<file path="config.mk">
export PLATFORM = sky130hd
export DESIGN_NAME = proc_trace_buffer
export DESIGN_NICKNAME = d
export VERILOG_FILES = /design/src/rtl/proc_trace_buffer.sv
export SDC_FILE = /design/constraint.sdc
export NUM_CORES = 2
export LEC_CHECK = 0
export CORE_MARGIN = 2
export CORE_UTILIZATION = 57
export CTS_CLUSTER_SIZE = 14
export DETAILED_ROUTE_END_ITERATION = 12
export DONT_BUFFER_PORTS = 1
export MAX_ROUTING_LAYER = met4
export PLACE_DENSITY = 0.75
export SYNTH_ARGS = -nofsm -noshare
export SYNTH_HDL_FRONTEND = slang
export SYNTH_SLANG_ARGS = --single-unit
</file>
<file path="constraint.sdc">
create_clock -name clk -period 12.75 [get_ports clk]
set_input_delay 0 -clock clk [delete_from_list [all_inputs] [get_ports clk]]
set_output_delay 0 -clock clk [all_outputs]
set_load 0.05 [all_outputs]
</file>
<file path="src/rtl/proc_trace_buffer.sv">
// proc_trace_buffer
// Captures one 128-bit trace entry per retired instruction and buffers it in
// a FIFO that a debug consumer drains through a valid/ready port.
//
// An instruction counts as retired when the instruction word changes. The
// entry recorded holds the values from the last cycle of the instruction that
// just finished: {instr, rf_a, rf_b, mem}.
//
// Ports
//   clk          single clock, rising edge
//   rst_n        asynchronous active-low reset
//   instr_i      processor instruction word
//   rf_a_i       processor register-file read port A
//   rf_b_i       processor register-file read port B
//   mem_i        processor memory read data
//   cap_en_i     capture enable
//   clear_i      synchronous flush of the FIFO and all status
//   rd_ready_i   consumer accepts the head entry
//   rd_valid_o   FIFO is non-empty
//   rd_data_o    head entry, show-ahead {instr, rf_a, rf_b, mem}
//   count_o      occupancy, 0..DEPTH
//   overflow_o   sticky: at least one entry was dropped
//   drop_cnt_o   number of dropped entries, saturating
module proc_trace_buffer #(
  parameter int DEPTH  = 16,
  parameter int ADDR_W = $clog2(DEPTH)
) (
  input  logic              clk,
  input  logic              rst_n,
  input  logic [31:0]       instr_i,
  input  logic [31:0]       rf_a_i,
  input  logic [31:0]       rf_b_i,
  input  logic [31:0]       mem_i,
  input  logic              cap_en_i,
  input  logic              clear_i,
  input  logic              rd_ready_i,
  output logic              rd_valid_o,
  output logic [127:0]      rd_data_o,
  output logic [ADDR_W:0]   count_o,
  output logic              overflow_o,
  output logic [15:0]       drop_cnt_o
);

  // Shadow copies of the observation inputs: after any edge they hold the
  // values of the cycle just finished.
  logic [31:0] instr_q, a_q, b_q, m_q;

  logic              primed_q, primed_d;
  logic [ADDR_W:0]   wr_ptr_q, wr_ptr_d;
  logic [ADDR_W:0]   rd_ptr_q, rd_ptr_d;
  logic              overflow_q, overflow_d;
  logic [15:0]       drop_cnt_q, drop_cnt_d;

  logic [127:0]      mem_q [DEPTH];

  logic empty, full, capture, push, pop, wr_en;

  assign empty = (wr_ptr_q == rd_ptr_q);
  assign full  = (wr_ptr_q[ADDR_W-1:0] == rd_ptr_q[ADDR_W-1:0]) &&
                 (wr_ptr_q[ADDR_W] != rd_ptr_q[ADDR_W]);

  // primed keeps the first enabled edge from comparing against shadow
  // contents that were loaded while capture was off.
  assign capture = cap_en_i && primed_q && (instr_i != instr_q);
  assign push    = capture && !clear_i;
  assign pop     = !empty && rd_ready_i && !clear_i;
  // A push into a full FIFO is still accepted when the head leaves at the
  // same edge, since a slot frees up.
  assign wr_en   = push && (!full || pop);

  always_comb begin
    // NOTE: every next-state signal gets a default first so no path through
    // this block leaves one unassigned, which would infer a latch.
    primed_d   = cap_en_i;
    wr_ptr_d   = wr_ptr_q;
    rd_ptr_d   = rd_ptr_q;
    overflow_d = overflow_q;
    drop_cnt_d = drop_cnt_q;

    if (clear_i) begin
      primed_d   = 1'b0;
      wr_ptr_d   = '0;
      rd_ptr_d   = '0;
      overflow_d = 1'b0;
      drop_cnt_d = '0;
    end else begin
      if (pop)   rd_ptr_d = rd_ptr_q + 1'b1;
      if (wr_en) wr_ptr_d = wr_ptr_q + 1'b1;
      if (push && !wr_en) begin
        overflow_d = 1'b1;
        if (drop_cnt_q != 16'hFFFF) drop_cnt_d = drop_cnt_q + 16'd1;
      end
    end
  end

  always_ff @(posedge clk or negedge rst_n) begin
    if (!rst_n) begin
      // NOTE: state registers use non-blocking assignments so every flop
      // samples the pre-edge values, independent of statement order.
      instr_q    <= '0;
      a_q        <= '0;
      b_q        <= '0;
      m_q        <= '0;
      primed_q   <= 1'b0;
      wr_ptr_q   <= '0;
      rd_ptr_q   <= '0;
      overflow_q <= 1'b0;
      drop_cnt_q <= '0;
    end else begin
      instr_q    <= instr_i;
      a_q        <= rf_a_i;
      b_q        <= rf_b_i;
      m_q        <= mem_i;
      primed_q   <= primed_d;
      wr_ptr_q   <= wr_ptr_d;
      rd_ptr_q   <= rd_ptr_d;
      overflow_q <= overflow_d;
      drop_cnt_q <= drop_cnt_d;
    end
  end

  // NOTE: the storage array has no reset; its contents are only observable
  // through rd_data_o while rd_valid_o is high, and an unreset array maps
  // onto plain RAM.
  always_ff @(posedge clk) begin
    if (wr_en) mem_q[wr_ptr_q[ADDR_W-1:0]] <= {instr_q, a_q, b_q, m_q};
  end

  assign rd_valid_o = !empty;
  assign rd_data_o  = mem_q[rd_ptr_q[ADDR_W-1:0]];
  // Pointer difference is taken modulo 2*DEPTH, so it reads 0..DEPTH and
  // changes only at the edge that moves a pointer.
  assign count_o    = wr_ptr_q - rd_ptr_q;
  assign overflow_o = overflow_q;
  assign drop_cnt_o = drop_cnt_q;

endmodule

</file>
# Word level (Yosys, flattened, before mapping)
# Memories as Yosys holds them, arrays and structs flattened.
# Cells that the tools add are included.
[word_totals]
regBits = 156
n_memories = 1
in_bits = 133
ram_bits = 2048
output_inout_bits = 151
[op_classes]
addsub = 4
reduce_logical = 18
muxes = 12
n_eq_ne = 5
[memory_table]
columns = ["memory", "words", "word_bits", "rd", "rd_ports_with_merged_regs", "write_ports", "line", "source"]
rows = [
  ["mem_q", 16, 128, 1, 0, 1, "54", "logic [127:0] mem_q [DEPTH];"],
]
[ops]
columns = ["operator", "n"]
rows = [
  ["two-way mux 16 bit", 3],
  ["inequality test 32 bit", 1],
  ["two-way mux 5 bit", 4],
  ["adder 16 x 1 -> 16 bit (second input constant)", 1],
  ["inequality test 16 bit (second input constant)", 1],
  ["adder 5 x 1 -> 5 bit (second input constant)", 2],
  ["logical AND 1 bit", 8],
  ["nonzero test 2 bit", 4],
  ["== test 5 bit", 1],
  ["two-way mux 1 bit", 5],
  ["subtractor 5 bit", 1],
  ["== test 4 bit", 1],
  ["logical NOT 1 bit", 4],
  ["AND reduction 2 bit", 1],
  ["logical OR 1 bit", 1],
  ["inequality test 1 bit", 1],
]

# Logic depth before layout (Yosys ltp)
[logic_depth]
ltp_word = 10
ltp_mapped = 13
mapped_depth_nobuf = 8

# Least setup slack after synthesis
# OpenSTA, ideal clock, no wires.
[synth_timing]
path_kind = "register to register"
start = "register rd_ptr_q[1]"
end = "memory mem_q[3][0] (enable)"
path_stages_with_launch = 11
path_slack_ns = 0.953
required_time_ns = 11.979
setup_ns = 0.771
arrival_ns = 11.026
path_cell_list = "dfrtp_1 -> buf_2 -> buf_1 -> clkbuf_1 -> inv_1 -> ha_1 -> and4_1 -> nor3b_4 -> nor3b_1 -> o21ai_0 -> nor3_1"
[synth_between]
elab_chain_len = 8
word_cells_on_any_way = 11
classes_between = "eq/ne (2); mux (2); reduce/logical (7)"
[synth_rtl]
columns = ["item", "line", "source"]
rows = [
  ["start, declared", "50", "logic [ADDR_W:0] rd_ptr_q, rd_ptr_d;"],
  ["start signal, assigned", "116", "rd_ptr_q <= rd_ptr_d;"],
  ["== test 5 bit", "58", "assign empty = (wr_ptr_q == rd_ptr_q);"],
  ["logical NOT 1 bit", "66", "assign pop = !empty && rd_ready_i && !clear_i;"],
  ["logical AND 1 bit (2 in series)", "66", ""],
  ["logical OR 1 bit *", "69", "assign wr_en = push && (!full || pop);"],
  ["logical AND 1 bit *", "69", ""],
  ["two-way mux 1 bit *", "126", "if (wr_en) mem_q[wr_ptr_q[ADDR_W-1:0]] <= {instr_q, a_q, b_q, m_q};"],
  ["two-way mux 1 bit (implied by the code) *", "126", ""],
  ["end, declared", "54", ""],
]
# Mark *: on every way between the ends. The rest lies on a longest branch, timed or not.

# Worst setup path after layout
[layout_timing]
start = "register rd_ptr_q[0]"
end = "output port rd_data_o[68]"
[layout_between]
elab_chain_len = 1
[layout_rtl]
columns = ["item", "line", "source"]
rows = [
  ["memory read (16 x 128 bit)", "n/a", ""],
  ["end, declared", "38", "output logic [127:0] rd_data_o,"],
]
# No other way between the ends.

==> impl_summary.txt <==
----------------------------------------------------
[Status]
  Status ... completed

[Hold path]
  Hold Path Cell Cnt ... 5
  Tightest Hold Check Type ... input pin to flop
  Min-Delay Startpoint ... instr_i[9]

[Drt]
  Antenna violation net count after detailed routing ... 0
  Via count normalized by instance count ... 6.68
  Remaining DRCs ... 0
  Average wire length per cell after detail routing ... 35.7 um
  Total via count after detailed routing ... 37.9k
  Sum of routed wire length over all layers ... 203000 um
  Number of detailed-routing iterations run before antenna repair ... 8
  First DRT Iteration DRCs ... 4611

[Clock network]
  Root buffer selected by CTS ... clkbuf_16
  Latest clock arrival within the worst-skew pair ... 0.85 ns
  Clock Sink Count ... 2204
  Post-CTS clock slew at the launch and capture registers of the worst setup and hold paths ... 0.06 ns
  Maximum level of the CTS H-tree ... 4
  Number of buffers between clock root and the deepest sink ... 3
  CTS buffer count ... 206
  Post-CTS resize count ... 0
  Clock tree from TritonCTS ... done

[Global route]
  Global Route met2 Usage ... 45.3%
  Global-route wire length before repair ... 291000 um
  Sum of overflow across all layers after global routing ... 0
  GR Layer Usage met1 ... 37.0%
  Pin count of the biggest net entering global routing ... 161
  Via count of the first global-routing pass ... 40.1k
  Met3 capacity usage during global routing ... 8.64%
  GRT Total Usage ... 29.1%
  Highest-utilization routing layer at the global route stage ... met2
  Number of antenna violations at the first check in global routing ... 10

[Logic synthesis]
  Share of flip-flops with an asynchronous set or reset ... 7.08%
  Synth Flop Type ... edfxtp_1
  Cell area after technology mapping ... 82000 sq um
  Cells after Synth ... 3218
  Synth Warn # ... 0
  Synthesized area per cell ... 25.5 sq um
  Fraction of synthesized cell area taken by the top area cell type ... 75.0%
  Net count of the mapped netlist ... 3362
  Largest area contributor in the netlist ... edfxtp_1
  Share of the yosys chip area belonging to registers ... 79.8%
  Largest cells by area after synthesis ... edfxtp_1 (75%), mux4_2 (18%), dfrtp_1 (4.8%)
  Number of synthesized flops with an enable pin ... 2048
  Flip-flop and latch count after synthesis ... 2204
  Number of distinct library cell variants in the gate-level netlist after synthesis ... 48

[Floorplan]
  Total Die Area ... 147000 sq um
  Core outline area ... 143000 sq um
  Count of boundary I/O pins ... 284
  Die Height ... 383 um
  Width of the die ... 383 um
  Site row count ... 139
  Effective utilization at floorplan ... 57.3%

[Timing]
  Clock tree skew after final layout ... 0.0503 ns
  Time the final worst path needs with I/O delays and setup ... 6.13 ns
  Final count of hold timing violations ... 0
  Setup repair after global routing missed its margin ... no
  Worst-Margin Slew ... 1.20 ns
  Final number of setup-violating endpoints ... 0
  Total negative slack ... 0 ns
  Final max-slew violation count ... 0
  Final Cycle Share ... 48.0%
  Worst-case setup margin in the final layout ... 6.62 ns
  Fmax ... 163 MHz
  Slew HR ... 20.2%

[Setup path]
  Number of cells on the critical path ... 6
  Crit path arrival time ... 6.13 ns
  Data required, critical path ... 12.75 ns
  Launching element of the worst setup path ... rd_ptr_q[0]$_DFFE_PN0P_
  Buf+Inv Stages, Crit Path ... 4
  Worst path most repeated cell ... buf_4
  Top cell family by delay on the critical path ... buffers and inverters
  CP max-delay cell ... buf_4
  RR Startpoint ... rd_ptr_q[2]$_DFFE_PN0P_
  Sort of element at the start of the critical path ... flop
  Element type at the critical path end ... output port
  Critical Path, Cell by Cell ... buf_12 > buf_4 > buf_4 > buf_4 > mux4_2 > mux4_2
  Depth of the worst register-to-register path ... 9
  Maximum single-stage delay on the critical path ... 0.92 ns
  Critical path class ... flop to output port
  Highest fanout seen on the critical path ... 126

[Layout]
  Most common cell after layout, fill and taps aside ... edfxtp_1
  Final Core Density ... 65.4%
  Final nets ... 3731
  FILL cells ... 8381
  Share of layout cells above drive strength 1 ... 26.8%
  Growth of design area from synthesis to finish ... 14.2%
  Most used cells in the layout excluding fill and tap cells ... edfxtp_1 (2048), mux4_2 (640), dlygate4sd3_1 (264)

[Placed design]
  Weighted congestion at the end of routability-driven global placement ... 0.817
  Final HPWL from detailed placement ... 91400 um
  PortBufs ... 0
  Worst slack after detailed placement ... 7.23 ns

[Pwr]
  Worst IR drop on VDD ... 0.173 mV
  Cell area power density ... 160 nW/um^2
  Lkg Pwr ... 29.0 nW

[Flow run]
  Number of max-cap violations ... 0

----------------------------------------------------
sequential cells by signal, summed over array words and instances, names as in the netlist:
| signal | flops |
|---|---|
| mem_q | 2048 |
| a_q | 32 |
| b_q | 32 |
| instr_q | 32 |
| m_q | 32 |
| drop_cnt_o | 16 |
| rd_ptr_q | 5 |
| wr_ptr_q | 5 |
| overflow_o | 1 |
| primed_q | 1 |
cell families (layout without fill, tap and decap cells):
kind of cell / Yosys count / in the layout / synth area share (%)
xor gates and xnor gates: 40 / 40 / 0.427
adders and majority gates: 11 / 11 / 0.177
muxes: 645 / 645 / 17.6
DFF: 2204 / 2204 / 79.8
other: 0 / 8 / 0
AOI/OAI and AO/OA: 28 / 28 / 0.247
and+or+nand+nor: 124 / 124 / 0.884
buffers and inverters: 166 / 714 / 0.858
report_power, final:
part	switching [mW]	internal [mW]
Clock	2.67	3.41
Sequential	0.0958	7.93
Combinational	0.509	0.420
Total	3.27	11.8
metal layers:
layer  part of all wire, %  wire length, um  up-vias
li1                      -                -    14700
met1                    35            71200    20300
met2                    50           101000     2511
met3                    11            23100      444
met4                   3.5             7070        0
met5                     0                0        -
cells in the mapped netlist, drive strengths merged (3+ instances only):
cell type and n:
clkbuf 91, and2 4, nand4b 3, xnor2 7
a21oi 6, nor2b 8, nor3 7, nand4 11
nor4 12, o21ai 3, and3 16, o211ai 6
mux4 640, ha 10, buf 64, edfxtp 2048
nand2 17, nand3 17, mux2 3, dfrtp 156
inv 10, or4 5, nor2 19, xor2 33
timing repair:
item	CTS	global route
hold buffers	266	0
hold endpoints to repair	327	0
setup buffers	0	0
final timing paths:
kind	endpoint	slack, ns
worst max-delay path	rd_data_o[68]	6.62
worst min-delay path	wr_ptr_q[2]$_DFFE_PN0P_	0.07
worst max register to register	mem_q[4][73]$_DFFE_PP_	7.16
worst min register to register	wr_ptr_q[0]$_DFFE_PN0P_	0.56
max in group asynchronous	b_q[5]$_DFF_PN0_	11.63
min in group asynchronous	m_q[1]$_DFF_PN0_	0.34
worst min-delay path: stages:
cell     delay [ns]
xor2_1         0.16
nor4_1         0.08
nand4_1        0.18
o21ai_0        0.25
o21ai_0        0.21
final cells by class:
cell class / count / area [sq um] / share of cell area, %
antenna: 8 / 20.0 / 0.0214
multi-input combinational: 848 / 16000 / 17.1
inverter: 11 / 48.8 / 0.0521
timing repair buffer: 316 / 3190 / 3.40
clock buffer: 273 / 5620 / 6.00
clock inverter: 114 / 1010 / 1.08
tap: 1903 / 2380 / 2.54
sequential: 2204 / 65400 / 69.8
stage by stage:
stage	area (sq um)	cells	power, mW	hold slack (ns)
CTS	93600	5669	15.1	0.00342
floorplan	82000	3218	8.84	-0.296
detailed placement	84300	5016	9.01	-0.284
global placement	84300	5016	8.99	-0.283
global route	93700	5676	15.4	0.0573
finish	93700	5677	15.0	0.0676
(Power assumes the default switching activity.)
